<file path="src/rtl/mul32acc_seq_if.sv">
// rtl/mul32acc_seq_if.sv - operand/result handshake bundle for mul32acc_seq
interface mul32acc_seq_if #(
  parameter int K = 32
);
  logic           in_valid;
  logic           in_ready;
  logic [K-1:0]   a;
  logic [K-1:0]   b;
  logic [K-1:0]   c;
  logic           out_valid;
  logic           out_ready;
  logic [2*K-1:0] p;
  logic           busy;

  // Producer/consumer side: offers operands and takes results
  modport master (
    output in_valid, a, b, c, out_ready,
    input  in_ready, out_valid, p, busy
  );

  // Multiplier side
  modport slave (
    input  in_valid, a, b, c, out_ready,
    output in_ready, out_valid, p, busy
  );
endinterface

</file>
<file path="src/rtl/mul32acc_seq.sv">
// rtl/mul32acc_seq.sv - shift-add multiply-accumulate p = a*b + c; optional MULACC_EARLY_EXIT_EN
module mul32acc_seq #(
  parameter int K = 32
) (
  input  logic           clk,
  input  logic           rstn,
  mul32acc_seq_if.slave  bus
);

  localparam int CW = (K > 1) ? $clog2(K) : 1;
  localparam logic [CW-1:0] LAST_ITER = CW'(K - 1);

  typedef enum logic [1:0] {
    S_IDLE = 2'd0,
    S_BUSY = 2'd1,
    S_DONE = 2'd2
  } state_t;

  state_t         r_state;
  state_t         w_state_nxt;
  logic           r_rst_done;
  logic [2*K-1:0] r_acc;
  logic [2*K-1:0] r_mcand;
  logic [2*K-1:0] r_p;
  logic [K-1:0]   r_mult;
  logic [CW-1:0]  r_cnt;
  logic [2*K-1:0] w_acc_nxt;
  logic           w_accept;
  logic           w_last;

  // in_ready stays low until the first edge after reset release
  assign w_accept      = bus.in_valid && bus.in_ready;
  assign bus.in_ready  = (r_state == S_IDLE) && r_rst_done;
  assign bus.out_valid = (r_state == S_DONE);
  assign bus.busy      = (r_state == S_BUSY);
  assign bus.p         = r_p;

  assign w_acc_nxt = r_mult[0] ? (r_acc + r_mcand) : r_acc;

`ifdef MULACC_EARLY_EXIT_EN
  // Stop as soon as no set multiplier bits remain after this iteration's shift
  assign w_last = (r_cnt == LAST_ITER) || (r_mult[K-1:1] == '0);
`else
  assign w_last = (r_cnt == LAST_ITER);
`endif

  // State register and reset-release tracker
  always_ff @(posedge clk or negedge rstn) begin
    if (!rstn) begin
      r_state    <= S_IDLE;
      r_rst_done <= 1'b0;
    end else begin
      r_state    <= w_state_nxt;
      r_rst_done <= 1'b1;
    end
  end

  // Next-state selection
  always_comb begin
    w_state_nxt = r_state;
    case (r_state)
      S_IDLE: if (w_accept)      w_state_nxt = S_BUSY;
      S_BUSY: if (w_last)        w_state_nxt = S_DONE;
      S_DONE: if (bus.out_ready) w_state_nxt = S_IDLE;
      default:                   w_state_nxt = S_IDLE;
    endcase
  end

  // Datapath: latch operands on accept, one shift-add per BUSY edge, capture p on the final one
  always_ff @(posedge clk or negedge rstn) begin
    if (!rstn) begin
      r_acc   <= '0;
      r_mcand <= '0;
      r_mult  <= '0;
      r_cnt   <= '0;
      r_p     <= '0;
    end else if (r_state == S_IDLE) begin
      if (w_accept) begin
        r_acc   <= {{K{1'b0}}, bus.c};
        r_mcand <= {{K{1'b0}}, bus.a};
        r_mult  <= bus.b;
        r_cnt   <= '0;
      end
    end else if (r_state == S_BUSY) begin
      r_acc   <= w_acc_nxt;
      r_mcand <= {r_mcand[2*K-2:0], 1'b0};
      r_mult  <= {1'b0, r_mult[K-1:1]};
      r_cnt   <= r_cnt + 1'b1;
      if (w_last) begin
        r_p <= w_acc_nxt;
      end
    end
  end

endmodule
</file>
<file path="src/flat_wrapper.sv">
// flat-port wrapper written by rule: the top's interface ports become plain ports
module mul32acc_seq_flat 
#(
  parameter int K = 32
)
  (clk, rstn, bus_in_valid, bus_a, bus_b, bus_c, bus_out_ready, bus_in_ready, bus_out_valid, bus_p, bus_busy);
  mul32acc_seq_if #(.K(K)) bus_i ();
  input  logic clk;
  input  logic rstn;
  input wire logic [$bits(bus_i.in_valid)-1:0] bus_in_valid;
  input wire logic [$bits(bus_i.a)-1:0] bus_a;
  input wire logic [$bits(bus_i.b)-1:0] bus_b;
  input wire logic [$bits(bus_i.c)-1:0] bus_c;
  input wire logic [$bits(bus_i.out_ready)-1:0] bus_out_ready;
  output wire logic [$bits(bus_i.in_ready)-1:0] bus_in_ready;
  output wire logic [$bits(bus_i.out_valid)-1:0] bus_out_valid;
  output wire logic [$bits(bus_i.p)-1:0] bus_p;
  output wire logic [$bits(bus_i.busy)-1:0] bus_busy;
  assign bus_i.in_valid = bus_in_valid;
  assign bus_i.a = bus_a;
  assign bus_i.b = bus_b;
  assign bus_i.c = bus_c;
  assign bus_i.out_ready = bus_out_ready;
  assign bus_in_ready = bus_i.in_ready;
  assign bus_out_valid = bus_i.out_valid;
  assign bus_p = bus_i.p;
  assign bus_busy = bus_i.busy;
  mul32acc_seq #(.K(K)) u_core (.clk(clk), .rstn(rstn), .bus(bus_i));
endmodule
</file>
<file path="config.mk">
export PLATFORM = sky130hd
export DESIGN_NAME = mul32acc_seq_flat
export DESIGN_NICKNAME = d
export VERILOG_FILES = /design/src/rtl/mul32acc_seq_if.sv /design/src/rtl/mul32acc_seq.sv /design/src/flat_wrapper.sv
export SDC_FILE = /design/constraint.sdc
export NUM_CORES = 1
export LEC_CHECK = 0
export ABC_AREA = 1
export CELL_PAD_IN_SITES_DETAIL_PLACEMENT = 0
export CELL_PAD_IN_SITES_GLOBAL_PLACEMENT = 2
export CORE_MARGIN = 2
export CORE_UTILIZATION = 30
export DETAILED_ROUTE_END_ITERATION = 10
export HOLD_SLACK_MARGIN = 0.03
export PLACE_DENSITY_LB_ADDON = 0.08
export SETUP_SLACK_MARGIN = 0.1
export SKIP_LAST_GASP = 1
export SYNTH_ARGS = -nofsm -noshare
export SYNTH_HDL_FRONTEND = slang
export SYNTH_SLANG_ARGS = --single-unit
</file>
<file path="constraint.sdc">
create_clock -name clk -period 2.8 [get_ports clk]
set_input_delay 0.56 -clock clk [delete_from_list [all_inputs] [get_ports clk]]
set_output_delay 0.56 -clock clk [all_outputs]
set_load 0.1 [all_outputs]
</file>
# Word level (Yosys, flattened, before mapping)
# Cells that the tools add are included.
[totals] output_inout_bits=67 input_bits=100 word_cells=40 reg_bits=232
[classes] n_eq_ne=6 n_addsub=2 n_mux=17 reduce_logical=7 bitwise_logic=1
[op_table] operator="$mux 64" count=7
[op_table] operator="$mux 32" count=3
[op_table] operator="$add 64x64->64" count=1
[op_table] operator="$mux 5" count=3
[op_table] operator="$mux 2" count=3
[op_table] operator="$pmux 2 s3" count=1
[op_table] operator="$reduce_and 3->1" count=2
[op_table] operator="$add 5x1->5 const B" count=1
[op_table] operator="$eq 5x5->1 const B" count=1
[op_table] operator="$ne 2x1->1 const B" count=2
[op_table] operator="$eq 2x1->1 const B" count=1
[op_table] operator="$eq 2x2->1 const B" count=1
[op_table] operator="$logic_and 1x1->1" count=2
[op_table] operator="$logic_not 2->1" count=1
[op_table] operator="$ne 2x2->1 const B" count=1
[op_table] operator="$reduce_and 2->1" count=1
[op_table] operator="$reduce_bool 2->1" count=1
[op_table] operator="$not 1->1" count=1

# Longest topological paths before layout
# Gate-level depths: netlist of the first run.
[depth] ltp_word=5 mapped_depth=17

# Worst setup path after synthesis of the first run
# Ideal clock, no wire load.
[synth_path] path_type="reg-to-reg" from="register u_core.r_state[0]" to="register u_core.r_mcand[10]" setup_ns=0.130 n_path_buf=2 period_less_slack_ns=2.384 stages_incl_launch_ff=9 t_arrival_ns=2.254 required_ns=2.670 path_slack_ns=0.416 cell_sequence="dfrtp_1 nor2_1 inv_1 nor2_2 nand2_1 nand2_2 buf_4 clkbuf_1 o21ai_0"
[synth_between] elab_chain_cells=5
[synth_rtl] element="start, declared" line_no="mul32acc_seq.sv:19" text="state_t r_state;"
[synth_rtl] element="start signal, assigned" line_no="mul32acc_seq.sv:53" text="r_state <= w_state_nxt;"
[synth_rtl] element="$logic_not 2->1" line_no="mul32acc_seq.sv:33" text="assign bus.in_ready = (r_state == S_IDLE) && r_rst_done;"
[synth_rtl] element="$logic_and 1x1->1" line_no="mul32acc_seq.sv:33"
[synth_rtl] element="via bus_in_ready" line_no="flat_wrapper.sv:15" text="output wire logic [$bits(bus_i.in_ready)-1:0] bus_in_ready;"
[synth_rtl] element="$logic_and 1x1->1" line_no="mul32acc_seq.sv:32" text="assign w_accept = bus.in_valid && bus.in_ready;"
[synth_rtl] element="$ne 2x1->1 (no source line)"
[synth_rtl] element="$reduce_and 2->1 (no source line)"
[synth_rtl] element="end signal, assigned" line_no="mul32acc_seq.sv:80" text="r_mcand <= {{K{1'b0}}, bus.a};"
[synth_rtl] element="end signal, assigned" line_no="mul32acc_seq.sv:86" text="r_mcand <= {r_mcand[2*K-2:0], 1'b0};"
[synth_rtl] element="end, declared" line_no="mul32acc_seq.sv:23" text="logic [2*K-1:0] r_mcand;"
# The timed path passes the listed nets, and every way through them passes these cells.
# A chain may end at the register's enable or synchronous reset.

# Worst setup path after layout of the first run
[layout_path] from="register u_core.r_mcand[18]" to="register u_core.r_acc[23]"
[layout_between] elab_chain_cells=4
[layout_rtl] element="$add 64x64->64" line_no="mul32acc_seq.sv:38" text="assign w_acc_nxt = r_mult[0] ? (r_acc + r_mcand) : r_acc;"
[layout_rtl] element="$mux 64" line_no="mul32acc_seq.sv:38"
[layout_rtl] element="$mux 64" line_no="mul32acc_seq.sv:84" text="end else if (r_state == S_BUSY) begin"
[layout_rtl] element="$mux 64" line_no="mul32acc_seq.sv:77" text="end else if (r_state == S_IDLE) begin"
[layout_rtl] element="end signal, assigned" line_no="mul32acc_seq.sv:79" text="r_acc <= {{K{1'b0}}, bus.c};"
[layout_rtl] element="end signal, assigned" line_no="mul32acc_seq.sv:85" text="r_acc <= w_acc_nxt;"
[layout_rtl] element="end, declared" line_no="mul32acc_seq.sv:22" text="logic [2*K-1:0] r_acc;"
# No other way between the ends. The select of a mux whose other input is x is not followed.

==> results of run 1 <==
==> worst min path at each step <==
| stage | startpoint | end | cells past startpoint |
|---|---|---|---|
| after floorplan | rstn | u_core.bus.p[0] | 0 |
| after global placement | rstn | u_core.bus.p[23] | 1 |
| after detailed placement | rstn | u_core.bus.p[23] | 1 |
| after CTS | rstn | u_core.r_acc[30] | 2 |
| after global routing | rstn | u_core.r_acc[30] | 2 |
| final | rstn | u_core.r_acc[30] | 2 |
==> flip-flops by register name, indices dropped and copies added (netlist names) <==
register           count
u_core.bus.p          64
u_core.r_acc          64
u_core.r_cnt           5
u_core.r_mcand        64
u_core.r_mult         32
u_core.r_rst_done      1
u_core.r_state         2
==> cell usage after synthesis, drive strengths merged <==
library cell / count / share of area (%)
conb: 1 / 0.023
ha: 65 / 5.0
nor4: 2 / 0.15
inv: 454 / 10
dfrtp: 232 / 36
o21a: 4 / 0.18
xor2: 10 / 0.54
o211ai: 73 / 3.4
a21oi: 50 / 1.5
o221ai: 4 / 0.22
a22o: 2 / 0.11
buf: 32 / 0.96
clkbuf: 50 / 1.2
or2: 32 / 1.2
nor3: 16 / 0.62
xnor2: 8 / 0.43
and2: 1 / 0.038
nand2: 967 / 22
nor2: 150 / 3.8
nand3b: 2 / 0.092
o21ai: 112 / 3.4
fa: 1 / 0.12
nand3: 179 / 5.7
o21bai: 6 / 0.28
o31ai: 1 / 0.046
a31oi: 2 / 0.077
a21o: 3 / 0.14
o22ai: 31 / 1.2
mux2i: 8 / 0.49
nand4: 7 / 0.27
a21boi: 3 / 0.16
==> per-layer routing <==
metal / part of all wire (%) / vias up / routed length, um
li1: - / 8108 / -
met1: 50 / 7345 / 30300
met2: 43 / 326 / 26300
met3: 4.7 / 63 / 2830
met4: 2.1 / 0 / 1260
met5: 0 / - / 0
==> kinds of logic after synthesis <==
logic type               count (synthesis)
AO/OA/AOI/OAI                          291
flip-flops                             232
XOR/XNOR                                18
other                                    1
AND/OR/NAND/NOR                       1356
buffers and inverters                  536
adder cells (fa/ha/maj)                 66
multiplexers                             8
==> repair_timing <==
action                                  in CTS  in global routing
endpoints found under the setup margin      21                 42
endpoints found under the hold margin       19                  0
buffers inserted                             0                  1
pin swaps                                    0                  2
hold buffers                                 1                  0
gates resized for setup                      8                 27
==> placed cells by master, fill, tap and decap left out, types with 8 or more instances in the layout <==
| cell type | netlist | routed |
|---|---|---|
| a21oi_1 | 50 | 47 |
| buf_12 | 0 | 14 |
| buf_4 | 2 | 95 |
| clkbuf_1 | 50 | 10 |
| clkbuf_16 | 0 | 30 |
| clkdlybuf4s50_1 | 0 | 98 |
| dfrtp_1 | 232 | 231 |
| ha_1 | 65 | 60 |
| inv_1 | 445 | 444 |
| inv_2 | 9 | 9 |
| mux2i_1 | 8 | 8 |
| nand2_1 | 956 | 945 |
| nand2_2 | 11 | 21 |
| nand3_1 | 173 | 169 |
| nand3_2 | 6 | 9 |
| nor2_1 | 132 | 125 |
| nor2_2 | 17 | 20 |
| nor3_1 | 12 | 11 |
| o211ai_1 | 73 | 73 |
| o21ai_0 | 111 | 111 |
| o22ai_1 | 31 | 31 |
| or2_2 | 26 | 26 |
| xnor2_1 | 8 | 8 |
| xor2_1 | 10 | 10 |
==> final cells by class <==
class                   instances  area share [%]
clock inverters                10           0.702
inverters                     454            8.56
diodes                          2          0.0251
well taps                     696            4.36
flip-flops and latches        232            29.1
repair buffers                209            10.0
multi-input cells            1740            42.9
clock buffers                  46            4.36
==> worst max-delay path, stage by stage, from the launching register on <==
cell and delay, ns:
dfrtp_1 0.40, ha_1 0.37, nand2_1 0.26, nor2_4 0.09, nand2_2 0.19, nor2_1 0.07, nand2_1 0.21, nand3_4 0.17
buf_4 0.19, or2_1 0.20, nand3_1 0.12, nand3_1 0.09, nand2_1 0.09, nand2_1 0.05
==> per-stage QoR <==
| step | cells | TNS, ns | hold slack [ns] | utilization (%) |
|---|---|---|---|---|
| floorplan | 2508 | 0 | 0.264 | - |
| global placement | 3329 | -0.661 | 0.435 | 35.0 |
| detailed placement | 3329 | -0.334 | 0.435 | 35.0 |
| CTS | 3386 | 0 | 0.374 | 37.0 |
| global route | 3387 | 0 | 0.403 | 37.2 |
| finish | 3389 | 0 | 0.414 | 37.2 |
==> results.sh, run 1 <==
export IMPL_hpwlAfterDp_mm=47.0
export IMPL_netlist_area_mm2=0.0163
export IMPL_synth_cell_types=42
export IMPL_yosys_area_share_simple_pct=34.3
export IMPL_status="complete, no violations"
export IMPL_yosysWarnings=0
export IMPL_routed_wl_mm=60.6
export IMPL_coreArea_mm2=0.0537
export IMPL_muxShareOfSynthArea_pct=0.492
export IMPL_grt_pass1_wl_mm=94.3
export IMPL_rsz0062_at_grt="yes"
export IMPL_crit_fanout=4
export IMPL_num_vias=15800
export IMPL_r2r_cells=13
export IMPL_pin_count=167
export IMPL_use_met3_pct=2.86
export IMPL_port_buffers=166
export IMPL_critPathLaunchType="flop"
export IMPL_drv_slew=0
export IMPL_grtUsageTotal_pct=21.8
export IMPL_final_setup_viol_count=0
export IMPL_register_area_mm2=0.00581
export IMPL_period_minus_slack_ns=2.62
export IMPL_critPathCaptureType="flop"
export IMPL_cts_root_buf="clkbuf_16"
export IMPL_worstSetupPathType="flop to flop"
export IMPL_synth_top_family_by_area="simple AND/OR/NAND/NOR gates"
export IMPL_grt_start_max_net_pins=173
export IMPL_max_slew_margin_pct=47.1
export IMPL_critPathCapture="u_core.r_acc[23]"
export IMPL_cts_sinks=232
export IMPL_nets=2833
export IMPL_multi_input_area_mm2=0.00856
export IMPL_fillers=5879
export IMPL_busiest_layer="met2"
export IMPL_fin_ws_ns=0.184
export IMPL_start_util_pct=30.3
export IMPL_synthAdderAreaFrac_pct=5.12
export IMPL_max_clock_freq_ghz=0.382
export IMPL_post_route_drc_count=0
export IMPL_drt_wirelength_per_cell_um=17.9
export IMPL_place_gp_congestion=0.880
export IMPL_die_area_mm2=0.0561
export IMPL_grt_pass1_vias=15700
export IMPL_cp_arrival_ns=3.09
export IMPL_insertion_delay_ns=0.62
export IMPL_synthesis_nets=2674
export IMPL_overflow=0
export IMPL_synth_xor_area_share_pct=0.969
export IMPL_layout_drive_gt1_share_pct=9.92
export IMPL_skew_ns=0.0404
export IMPL_place_ws_ns=-0.0688
export IMPL_tightest_slew_ns=0.793
export IMPL_clk_pin_slew_ns=0.06
export IMPL_final_antenna_net_count=0
export IMPL_viasPerCell=4.67
export IMPL_synth_ff_latch_count=232
export IMPL_syn_inst=2508
export IMPL_synth_compound_area_share_pct=10.8
export IMPL_num_rows=85
export IMPL_cp_required_ns=3.27
export IMPL_reg2reg_to="u_core.r_acc[23]"
export IMPL_placedInstanceArea_mm2=0.0188
export IMPL_ctsLongestPathBuffers=3
export IMPL_final_hold_viol_count=0
export IMPL_die_w_um=237
export IMPL_grt_use_met2_pct=34.1
export IMPL_worstSetupStartpoint="u_core.r_mcand[18]"
export IMPL_htreeDepth=1
export IMPL_cts_tree="done"
export IMPL_stdcell_area_mm2=0.0200
export IMPL_grt_use_met1_pct=32.2
export IMPL_synth_seq_area_share_pct=35.7
export IMPL_numCtsBuffers=30
export IMPL_rrSetupSlack_ns=0.18
export IMPL_die_y_um=237
export IMPL_worstReg2RegStart="u_core.r_mcand[18]"
export IMPL_maxCapViolations=0
export IMPL_drt_iter0_markers=950
export IMPL_hold_path_class="input pin to asynchronous set/reset pin"
export IMPL_area_delta_synth_final_pct=22.7
export IMPL_antenna_found_initial=0
export IMPL_period_share_pct=93.4
export IMPL_dr_pass1_iters=5
export IMPL_syn_mean_instance_area_um2=6.48
Power of run 1 is left out: the tool's default activity adds up to more than one toggle a clock period on the data nets, which glitch-free logic cannot reach.
==> inputs of run 2 (changes only) <==
Settings changed: SKIP_LAST_GASP 1 to unset.
==> results of run 2 <==
Final layout, timing and power as in run 1 (identical DEF).
Power of run 2 is left out for the same reason.
